<file path="src/rtl/ps2_scancode_decoder.sv">
// rtl/ps2_scancode_decoder.sv - PS/2 scancode set 2 parser with modifier, caps-lock and response tracking
module ps2_scancode_decoder #(
  parameter int ERR_CNT_W = 8
) (
  input  logic                 main_clk,
  input  logic                 reset,
  input  logic [7:0]           byte_in,
  input  logic                 byte_parity_err,
  input  logic                 byte_valid,
  output logic                 byte_ready,
  output logic [7:0]           event_code,
  output logic                 event_extended,
  output logic                 event_released,
  output logic                 event_valid,
  input  logic                 event_ready,
  output logic [5:0]           modifiers,
  output logic                 caps_lock,
  output logic                 ack_pulse,
  output logic                 bat_ok_pulse,
  output logic                 bat_fail_pulse,
  output logic                 echo_pulse,
  output logic                 resend_pulse,
  output logic                 overrun_pulse,
  output logic [ERR_CNT_W-1:0] err_count,
  input  logic                 err_clear
);

  localparam logic [7:0] B_EXT   = 8'hE0;
  localparam logic [7:0] B_BRK   = 8'hF0;
  localparam logic [7:0] B_PAUSE = 8'hE1;
  localparam logic [7:0] K_LSHIFT = 8'h12;
  localparam logic [7:0] K_RSHIFT = 8'h59;
  localparam logic [7:0] K_CTRL   = 8'h14;
  localparam logic [7:0] K_ALT    = 8'h11;
  localparam logic [7:0] K_CAPS   = 8'h58;
  localparam logic [7:0] K_PAUSE  = 8'h77;
  localparam logic [ERR_CNT_W-1:0] ERR_ONE = {{(ERR_CNT_W-1){1'b0}}, 1'b1};

  typedef enum logic [2:0] {
    ST_IDLE,
    ST_EXT,
    ST_BRK,
    ST_EXTBRK,
    ST_PAUSE
  } state_t;

  state_t     state;
  state_t     state_nxt;
  logic [2:0] pause_idx;
  logic [2:0] pause_idx_nxt;
  logic       accept;

  // decode results for the byte accepted this cycle
  logic       dec_load;
  logic [7:0] dec_code;
  logic       dec_ext;
  logic       dec_rel;
  logic       dec_seq_err;
  logic       dec_par_err;
  logic [5:0] dec_strobe;
  logic       mod_hit;
  logic [2:0] mod_bit;
  logic       caps_held;

  // tail bytes of the Pause sequence after the leading E1
  function automatic logic [7:0] pause_byte(input logic [2:0] idx);
    case (idx)
      3'd0:    pause_byte = 8'h14;
      3'd1:    pause_byte = 8'h77;
      3'd2:    pause_byte = 8'hE1;
      3'd3:    pause_byte = 8'hF0;
      3'd4:    pause_byte = 8'h14;
      3'd5:    pause_byte = 8'hF0;
      default: pause_byte = 8'h77;
    endcase
  endfunction

  function automatic logic is_prefix(input logic [7:0] b);
    is_prefix = (b == B_EXT) || (b == B_BRK) || (b == B_PAUSE);
  endfunction

  // extended 12/59 are the fake shifts some keyboards wrap around nav keys
  function automatic logic is_fake_shift(input logic [7:0] b);
    is_fake_shift = (b == K_LSHIFT) || (b == K_RSHIFT);
  endfunction

  assign byte_ready = !reset && (!event_valid || event_ready);
  assign accept     = byte_valid && byte_ready;

  // parser state register
  always_ff @(posedge main_clk or posedge reset) begin
    if (reset) begin
      state     <= ST_IDLE;
      pause_idx <= 3'd0;
    end else begin
      state     <= state_nxt;
      pause_idx <= pause_idx_nxt;
    end
  end

  // parser next-state: walk prefixes, bail to IDLE on any bad byte
  always_comb begin
    state_nxt     = state;
    pause_idx_nxt = pause_idx;
    if (accept) begin
      if (byte_parity_err) begin
        state_nxt     = ST_IDLE;
        pause_idx_nxt = 3'd0;
      end else begin
        case (state)
          ST_IDLE: begin
            pause_idx_nxt = 3'd0;
            if (byte_in == B_EXT)        state_nxt = ST_EXT;
            else if (byte_in == B_BRK)   state_nxt = ST_BRK;
            else if (byte_in == B_PAUSE) state_nxt = ST_PAUSE;
            else                         state_nxt = ST_IDLE;
          end
          ST_EXT: begin
            if (byte_in == B_BRK)      state_nxt = ST_EXTBRK;
            else if (byte_in == B_EXT) state_nxt = ST_EXT;
            else                       state_nxt = ST_IDLE;
          end
          ST_BRK, ST_EXTBRK: begin
            state_nxt = ST_IDLE;
          end
          ST_PAUSE: begin
            if (byte_in == pause_byte(pause_idx) && pause_idx != 3'd6) begin
              pause_idx_nxt = pause_idx + 3'd1;
            end else begin
              state_nxt     = ST_IDLE;
              pause_idx_nxt = 3'd0;
            end
          end
          default: begin
            state_nxt     = ST_IDLE;
            pause_idx_nxt = 3'd0;
          end
        endcase
      end
    end
  end

  // parser outputs: event to load, response strobe, or error for this byte
  always_comb begin
    dec_load    = 1'b0;
    dec_code    = byte_in;
    dec_ext     = 1'b0;
    dec_rel     = 1'b0;
    dec_seq_err = 1'b0;
    dec_par_err = 1'b0;
    dec_strobe  = 6'd0;
    if (accept) begin
      if (byte_parity_err) begin
        dec_par_err = 1'b1;
      end else begin
        case (state)
          ST_IDLE: begin
            case (byte_in)
              B_EXT, B_BRK, B_PAUSE: dec_load = 1'b0;
              8'hFA:                 dec_strobe = 6'b100000;
              8'hAA:                 dec_strobe = 6'b010000;
              8'hFC, 8'hFD:          dec_strobe = 6'b001000;
              8'hEE:                 dec_strobe = 6'b000100;
              8'hFE:                 dec_strobe = 6'b000010;
              8'h00, 8'hFF:          dec_strobe = 6'b000001;
              default:               dec_load = 1'b1;
            endcase
          end
          ST_EXT: begin
            dec_ext = 1'b1;
            if (byte_in != B_BRK && byte_in != B_EXT && !is_fake_shift(byte_in)) begin
              dec_load = 1'b1;
            end
          end
          ST_BRK: begin
            dec_rel = 1'b1;
            if (is_prefix(byte_in)) dec_seq_err = 1'b1;
            else                    dec_load    = 1'b1;
          end
          ST_EXTBRK: begin
            dec_ext = 1'b1;
            dec_rel = 1'b1;
            if (is_prefix(byte_in))          dec_seq_err = 1'b1;
            else if (!is_fake_shift(byte_in)) dec_load    = 1'b1;
          end
          ST_PAUSE: begin
            if (byte_in != pause_byte(pause_idx)) begin
              dec_seq_err = 1'b1;
            end else if (pause_idx == 3'd6) begin
              dec_load = 1'b1;
              dec_code = K_PAUSE;
              dec_ext  = 1'b1;
            end
          end
          default: dec_seq_err = 1'b0;
        endcase
      end
    end
  end

  // map a decoded code onto its modifier bit {ralt, lalt, rctrl, lctrl, rshift, lshift}
  always_comb begin
    mod_hit = 1'b0;
    mod_bit = 3'd0;
    case (dec_code)
      K_LSHIFT: begin mod_hit = 1'b1; mod_bit = 3'd0; end
      K_RSHIFT: begin mod_hit = 1'b1; mod_bit = 3'd1; end
      K_CTRL:   begin mod_hit = 1'b1; mod_bit = dec_ext ? 3'd3 : 3'd2; end
      K_ALT:    begin mod_hit = 1'b1; mod_bit = dec_ext ? 3'd5 : 3'd4; end
      default:  begin mod_hit = 1'b0; mod_bit = 3'd0; end
    endcase
  end

  // event register: a new event overrides the pop in the same cycle
  always_ff @(posedge main_clk or posedge reset) begin
    if (reset) begin
      event_valid    <= 1'b0;
      event_code     <= 8'd0;
      event_extended <= 1'b0;
      event_released <= 1'b0;
    end else if (dec_load) begin
      event_valid    <= 1'b1;
      event_code     <= dec_code;
      event_extended <= dec_ext;
      event_released <= dec_rel;
    end else if (event_valid && event_ready) begin
      event_valid <= 1'b0;
    end
  end

  // modifier and caps-lock tracking, updated alongside the event load
  always_ff @(posedge main_clk or posedge reset) begin
    if (reset) begin
      modifiers <= 6'd0;
      caps_lock <= 1'b0;
      caps_held <= 1'b0;
    end else if (dec_load) begin
      if (mod_hit) modifiers[mod_bit] <= !dec_rel;
      if (dec_code == K_CAPS && !dec_ext) begin
        if (dec_rel) begin
          caps_held <= 1'b0;
        end else if (!caps_held) begin
          caps_lock <= !caps_lock;
          caps_held <= 1'b1;
        end
      end
    end
  end

  // single-cycle response strobes
  always_ff @(posedge main_clk or posedge reset) begin
    if (reset) begin
      {ack_pulse, bat_ok_pulse, bat_fail_pulse, echo_pulse, resend_pulse, overrun_pulse} <= 6'd0;
    end else begin
      {ack_pulse, bat_ok_pulse, bat_fail_pulse, echo_pulse, resend_pulse, overrun_pulse} <= dec_strobe;
    end
  end

  // saturating error counter; clear beats a coincident error
  always_ff @(posedge main_clk or posedge reset) begin
    if (reset) begin
      err_count <= '0;
    end else if (err_clear) begin
      err_count <= '0;
    end else if ((dec_par_err || dec_seq_err) && err_count != '1) begin
      err_count <= err_count + ERR_ONE;
    end
  end

endmodule

</file>
<file path="config.mk">
export PLATFORM = sky130hd
export DESIGN_NAME = ps2_scancode_decoder
export DESIGN_NICKNAME = d
export VERILOG_FILES = /design/src/rtl/ps2_scancode_decoder.sv
export SDC_FILE = /design/constraint.sdc
export NUM_CORES = 1
export LEC_CHECK = 0
export CELL_PAD_IN_SITES_DETAIL_PLACEMENT = 0
export CELL_PAD_IN_SITES_GLOBAL_PLACEMENT = 1
export CORE_MARGIN = 8
export CORE_UTILIZATION = 40
export DETAILED_ROUTE_END_ITERATION = 6
export PLACE_DENSITY = 0.85
export SKIP_CTS_REPAIR_TIMING = 1
export SYNTH_ARGS = -nofsm -noshare
export SYNTH_HDL_FRONTEND = slang
export SYNTH_SLANG_ARGS = --single-unit
</file>
<file path="constraint.sdc">
create_clock -name main_clk -period 2.67 [get_ports main_clk]
set_input_delay 0.534 -clock main_clk [delete_from_list [all_inputs] [get_ports main_clk]]
set_output_delay 0.534 -clock main_clk [all_outputs]
set_load 0.1 [all_outputs]
</file>
==> impl_metrics.py, run 1 <==
metrics = {
    "yosys": {
        "synthXorXnorAreaFrac_pct": 2.159,
        "yosysUniqueCellTypes": 58,
        "ys.flop_type": "dfrtp_1",
        "syn_nets": 267,
        "netlist.top_cell.by_area": "dfrtp_1",
        "synth_edf_count": 0,
        "synthMuxAreaShare_pct": 10.08,
        "syn_area_mm2": 0.002434,
        "syn_inst": 248,
        "async_reset_ff_share_pct": 100.0,
        "synth_compound_area_share_pct": 11.21,
        "synthAdderAreaFrac_pct": 2.571,
        "yosysTopAreaCellShare_pct": 40.10,
        "syn_avg_cell_area_um2": 9.813,
        "synth_top_family_by_area": "simple AND/OR/NAND/NOR gates",
        "synth_seq_cells": 39,
        "yosysWarnings": 0,
        "seq_area_frac_synth_pct": 40.10,
        "synth_area_leaders": "dfrtp_1 40%, nor2_1 4.0%, mux2_4 3.7%",
        "yosysMostFrequentCell": "dfrtp_1",
        "netlist_top_cells_count": "39 x dfrtp_1, 26 x nor2_1, 12 x nand3_1, 11 x inv_1, 11 x nand2_1",
        "synth-simple-area-share_pct": 29.05,
    },
    "worst_setup_path": {
        "critPathRequiredTime_ns": 2.86,
        "start_kind": "input port",
        "critPathKind": "input port to flop",
        "path_max_fanout": 10,
        "cp-end-kind": "flop",
        "cp.arrival_ns": 2.75,
    },
    "cts": {
        "tritoncts": "done",
        "cts.clk_slew.worst_paths_ns": 0.08,
        "htreeDepth": 2,
        "cts-root-buf": "clkbuf_8",
        "numCtsBuffers": 5,
        "clock_path_buffers": 2,
        "clock_latency_ns": 0.30,
        "clkSinkCount": 39,
    },
    "global_routing": {
        "grt_max_degree": 40,
        "grt_pass1_wl_mm": 10.85,
        "antenna_found_initial": 0,
        "track_usage_pct": 15.42,
        "overflow": 0,
        "grt_pass1_vias": 2226,
    },
    "detailed_routing": {
        "drtAntennaViolNets": 0,
        "drc_errors": 0,
        "vias": 2206,
        "drt_wl_total_mm": 6.390,
        "drt-vias-per-instance": 5.278,
        "firstDrtPassIters": 4,
        "drt_iter0_markers": 110,
        "drt-wirelength-per-cell_um": 15.29,
    },
    "flow_run": {
        "drv_cap": 0,
    },
    "sta": {
        "final-max-slew-violation-count": 0,
        "tightest_slew_ns": 0.6446,
        "fmax_mhz": 389.7,
        "relSlewSlack_pct": 56.57,
        "period_minus_slack_ns": 2.566,
        "worst_slack_ns": 0.1040,
        "report.final.hold_viol_count": 0,
        "rsz0062_at_grt": "yes",
        "period_share_pct": 96.10,
        "setup_viol": 0,
        "timing.hold.ws_ns": 0.4708,
        "clock_skew_ns": 0.005503,
    },
    "die": {
        "rows": 28,
        "fp.dieW_um": 94,
        "core_mm2": 0.005886,
        "die-area_mm2": 0.008836,
        "start_util_pct": 41.35,
        "io_pins": 47,
        "die_h_um": 94,
    },
    "power_and_ir_drop": {
        "powerDensity_mw_per_mm2": 536.6,
        "ir_worst_vdd_mv": 0.4582,
        "power_leakage_nw": 1.594,
    },
    "min_path": {
        "hold_path_class": "flop to flop",
    },
    "final_layout": {
        "stdcell_area_mm2": 0.003412,
        "layout.nets": 361,
        "drive_above_1_share_pct": 37.90,
        "antenna_cells": 0,
        "fin_util_pct": 57.97,
        "area_delta_synth_final_pct": 40.21,
    },
    "place": {
        "dp_slack_ns": -0.4330,
        "globalplace.congestion": 0.8763,
        "place_area_mm2": 0.003219,
        "dp_hpwl_mm": 4.993,
        "portBuffers": 46,
    },
    "outcome": {
        "status": "complete, no violations",
    },
}
[logic make-up after synthesis]
logic type / Yosys count
DFF: 39
xor gates and xnor gates: 6
buffers and inverters: 21
AOI/OAI and AO/OA: 37
adders and majority gates: 5
and+or+nand+nor: 120
muxes: 20
[metal layers]
layer | GRT usage [%] | vias to the layer above | part of all wire (%)
met3 | 4.237 | 11 | 5.9
met2 | 24.10 | 64 | 45
met4 | 5.284 | 0 | 1.7
li1 | - | 1091 | -
met5 | 0 | - | 0
met1 | 19.92 | 1040 | 47
[metrics by stage]
step                        TNS, ns  total power, mW  std cells
after floorplan                   0            1.146        248
after global placement       -8.897            1.330        409
after detailed placement     -8.973            1.338        409
after CTS                    -1.026            1.851        417
after global routing      -0.004874            1.903        418
final                             0            1.831        418
[final timing paths]
path,start,end,slack (ns),depth (start not counted)
max in group asynchronous,reset,state[1],1.58,3
min in group asynchronous,reset,pause_idx[0],0.72,3
setup / recovery,byte_in[0],modifiers[2],0.10,9
hold reg to reg,caps_lock,caps_lock,0.47,1
setup reg to reg,pause_idx[1],event_code[4],0.13,9
hold / removal,caps_lock,caps_lock,0.47,1
[cells in the final DEF (no fill, tap or decap), types with 5 or more instances in the layout]
cell type,synthesis,layout
a21oi_1,5,5
nor2b_1,10,10
dfrtp_1,39,39
clkbuf_8,0,5
dlymetal6s2s_1,0,7
buf_4,1,83
mux2_4,6,6
nor2_1,26,25
nand2_1,11,11
o21ai_0,5,5
inv_1,11,10
nand2b_1,8,8
mux2_1,6,6
nand3_1,12,11
nor3_1,10,9
nor4_1,6,6
clkdlybuf4s50_1,0,6
mux2_2,6,6
[state kept, by name, summed over array words and instances (netlist names), 3 cells and up]
register	flops
state	3
err_count	8
pause_idx	3
modifiers	6
event_code	8
[final cells by class]
class | instances | area, µm²
Clock inverter | 3 | 43.79
Tap cell | 75 | 93.84
Inverter | 11 | 41.29
Multi-Input combinational cell | 188 | 1398
Sequential cell | 39 | 975.9
Clock buffer | 5 | 68.82
Fill cell | 521 | 2474
Timing Repair Buffer | 97 | 790.8
[where the power goes]
group	internal, mW	switching [mW]
logic	0.182	0.473
clock network	0.278	0.227
registers	0.636	0.0347
[worst max-delay path: stages]
cell             delay (ns)
clkdlybuf4s50_1        0.47
buf_4                  0.20
nand4b_1               0.12
a21oi_1                0.09
or3b_2                 0.45
o221ai_2               0.10
nand3_2                0.17
a211oi_1               0.25
mux2_2                 0.36
No activity file was read; power rests on OpenSTA's default activity.
==> run 2, diff against run 1 <==
--- a/config.mk
+++ b/config.mk
@@ -9,6 +9,7 @@
 export CELL_PAD_IN_SITES_GLOBAL_PLACEMENT = 1
 export CORE_MARGIN = 8
 export CORE_UTILIZATION = 40
+export CTS_BUF_LIST = sky130_fd_sc_hd__clkbuf_4 sky130_fd_sc_hd__clkbuf_8 sky130_fd_sc_hd__clkbuf_16
 export DETAILED_ROUTE_END_ITERATION = 6
 export PLACE_DENSITY = 0.85
 export SKIP_CTS_REPAIR_TIMING = 1
==> results of run 2 <==
Final layout, timing and power as in run 1 (identical DEF).
==> run 3, diff against run 2 <==
--- a/config.mk
+++ b/config.mk
@@ -9,9 +9,10 @@
 export CELL_PAD_IN_SITES_GLOBAL_PLACEMENT = 1
 export CORE_MARGIN = 8
 export CORE_UTILIZATION = 40
-export CTS_BUF_LIST = sky130_fd_sc_hd__clkbuf_4 sky130_fd_sc_hd__clkbuf_8 sky130_fd_sc_hd__clkbuf_16
+export CTS_BUF_LIST = sky130_fd_sc_hd__clkbuf_16
 export DETAILED_ROUTE_END_ITERATION = 6
 export PLACE_DENSITY = 0.85
+export RECOVER_POWER = 50
 export SKIP_CTS_REPAIR_TIMING = 1
 export SYNTH_ARGS = -nofsm -noshare
 export SYNTH_HDL_FRONTEND = slang
==> run 3 against run 2 <==
Compared with the run above: first-iteration DRC count did not move; hold slack worse by 0.0022 ns; total power increased by 9.1%; cell count shrank 0.24%; die area is the same; global-route usage rose by 0.050 points; sequential share of layout area did not move; critical path type unchanged; largest power group is now the clock network.
==> impl_metrics.py, run 3 (synthesis results as in run 1) <==
metrics = {
    "die": {
        "start_util_pct": 41.35,
        "rows": 28,
        "fp.dieW_um": 94,
        "die-area_mm2": 0.008836,
        "die_h_um": 94,
        "io_pins": 47,
        "core_mm2": 0.005886,
    },
    "place": {
        "dp.cells": 409,
        "place_area_mm2": 0.003219,
        "globalplace.congestion": 0.8763,
        "dp_slack_ns": -0.4330,
        "portBuffers": 46,
        "dp_hpwl_mm": 4.993,
    },
    "worst_setup_path": {
        "critical_path.max_stage_delay_ns": 0.47,
        "crit_chain": "clkdlybuf4s50_1, buf_4, nand4b_1, a21oi_2, or3b_2, o221ai_2, nand3_2, a211oi_1, mux2_2",
        "critPathRequiredTime_ns": 2.84,
        "crit_family": "simple AND/OR/NAND/NOR gates",
        "cp-end-kind": "flop",
        "path_max_fanout": 10,
        "crit_buf_inv": 2,
        "crit_slowest_cell": "clkdlybuf4s50_1",
        "start_kind": "input port",
        "critPathKind": "input port to flop",
        "cp.arrival_ns": 2.76,
    },
    "min_path": {
        "hold_path_class": "flop to flop",
    },
    "cts": {
        "cts.clk_slew.worst_paths_ns": 0.06,
        "tritoncts": "done",
        "clock_path_buffers": 2,
        "htreeDepth": 2,
        "numCtsBuffers": 5,
        "cts-root-buf": "clkbuf_16",
        "clkSinkCount": 39,
        "clock_latency_ns": 0.28,
    },
    "detailed_routing": {
        "drt-wirelength-per-cell_um": 15.55,
        "drt_wl_total_mm": 6.484,
        "firstDrtPassIters": 4,
        "vias": 2206,
        "drt-vias-per-instance": 5.290,
        "drt_iter0_markers": 110,
        "drc_errors": 0,
        "drtAntennaViolNets": 0,
    },
    "power_and_ir_drop": {
        "p_sw_uw": 751.9,
        "ir_worst_vdd_mv": 0.4581,
        "p_sw_share_pct": 37.63,
        "p_int_mw": 1.246,
        "power_frac_comb_pct": 32.2,
        "seqPwrFrac_pct": 33.6,
        "clockPowerShare_pct": 34.2,
        "powerDensity_mw_per_mm2": 585.6,
        "power_leakage_nw": 1.552,
    },
    "final_layout": {
        "layout_commonest_cell": "buf_4",
        "final_cell_mix": "66 x buf_4, 39 x dfrtp_1, 25 x nor2_1, 15 x clkbuf_1",
        "layout.nets": 360,
        "final_cells": 417,
        "antenna_cells": 0,
        "stdcell_area_mm2": 0.003412,
        "area_delta_synth_final_pct": 40.21,
        "drive_above_1_share_pct": 33.92,
        "fin_util_pct": 57.97,
        "reg_top3": "err_count x8, event_code x8, modifiers x6",
    },
    "global_routing": {
        "grt_pass1_vias": 2218,
        "track_usage_pct": 15.47,
        "grt_pass1_wl_mm": 10.90,
        "overflow": 0,
        "antenna_found_initial": 0,
        "grt_max_degree": 40,
    },
    "sta": {
        "setup_viol": 0,
        "rsz0062_at_grt": "yes",
        "report.final.hold_viol_count": 0,
        "final-max-slew-violation-count": 0,
        "period_share_pct": 96.96,
        "fin_setup_tns_ns": 0,
        "clock_skew_ns": 0.004169,
        "worst_slack_ns": 0.08111,
        "relSlewSlack_pct": 21.09,
        "period_minus_slack_ns": 2.589,
        "tightest_slew_ns": 1.189,
        "fmax_mhz": 386.3,
    },
    "flow_run": {
        "drv_cap": 0,
    },
    "outcome": {
        "status": "complete, no violations",
    },
}
run 3: cell count changes in the layout (fill, tap and decap cells not counted), sizes merged:
cell,change
dlygate4sd3,+1
clkbuf,+16
buf,-17
clkdlybuf4s50,-1
run 3: layout make-up:
type | count | area (µm²)
fill | 515 | 2474
multi-input combinational | 188 | 1408
clock inverter | 3 | 43.79
timing repair buffer | 96 | 724.4
inverter | 11 | 41.29
tap | 75 | 93.84
sequential | 39 | 975.9
clock buffer | 5 | 125.1
run 3: routing by layer:
layer  wire length (µm)  part of all wire (%)  GRT usage [%]  vias to the layer above
met4                 97                   1.5          5.416                        0
met3                466                   7.2          4.077                        9
met1               2966                    46          20.02                     1045
met5                  0                     0              0                        -
met2               2954                    46          24.21                       60
li1                   -                     -              -                     1092
run 3: path summary, 6_finish.rpt:
kind	cells past startpoint	endpoint	from	slack, ns
worst max register to register	9	event_code[4]	pause_idx[1]	0.13
worst min-delay path	1	caps_lock	caps_lock	0.47
max in group asynchronous	3	state[0]	reset	1.00
worst max-delay path	9	modifiers[2]	byte_in[0]	0.08
worst min register to register	1	caps_lock	caps_lock	0.47
min in group asynchronous	3	pause_idx[0]	reset	1.04
run 3: worst register-to-register path, delay by kind of cell, from the launching register on:
kind | cells | cell delay [ns]
AOI/OAI and AO/OA | 1 | 0.29
DFF | 1 | 0.41
buffers and inverters | 2 | 0.27
adders and majority gates | 1 | 0.20
and+or+nand+nor | 3 | 0.58
muxes | 2 | 0.67
run 3: through the flow:
stage               hold WS, ns  power (mW)
floorplan                0.4716       1.146
global placement         0.4609       1.330
detailed placement       0.4617       1.338
CTS                      0.4724       2.033
global route             0.4871       2.072
finish                   0.4686       1.998
run 3: power by group through the flow:
stage	clock (mW)	combinational, mW	sequential (mW)
2_1_floorplan	0	0.148	0.998
3_3_place_gp	0	0.650	0.680
3_5_place_dp	0	0.656	0.682
4_1_cts	0.702	0.658	0.672
5_1_grt	0.720	0.673	0.679
6_report	0.683	0.643	0.672
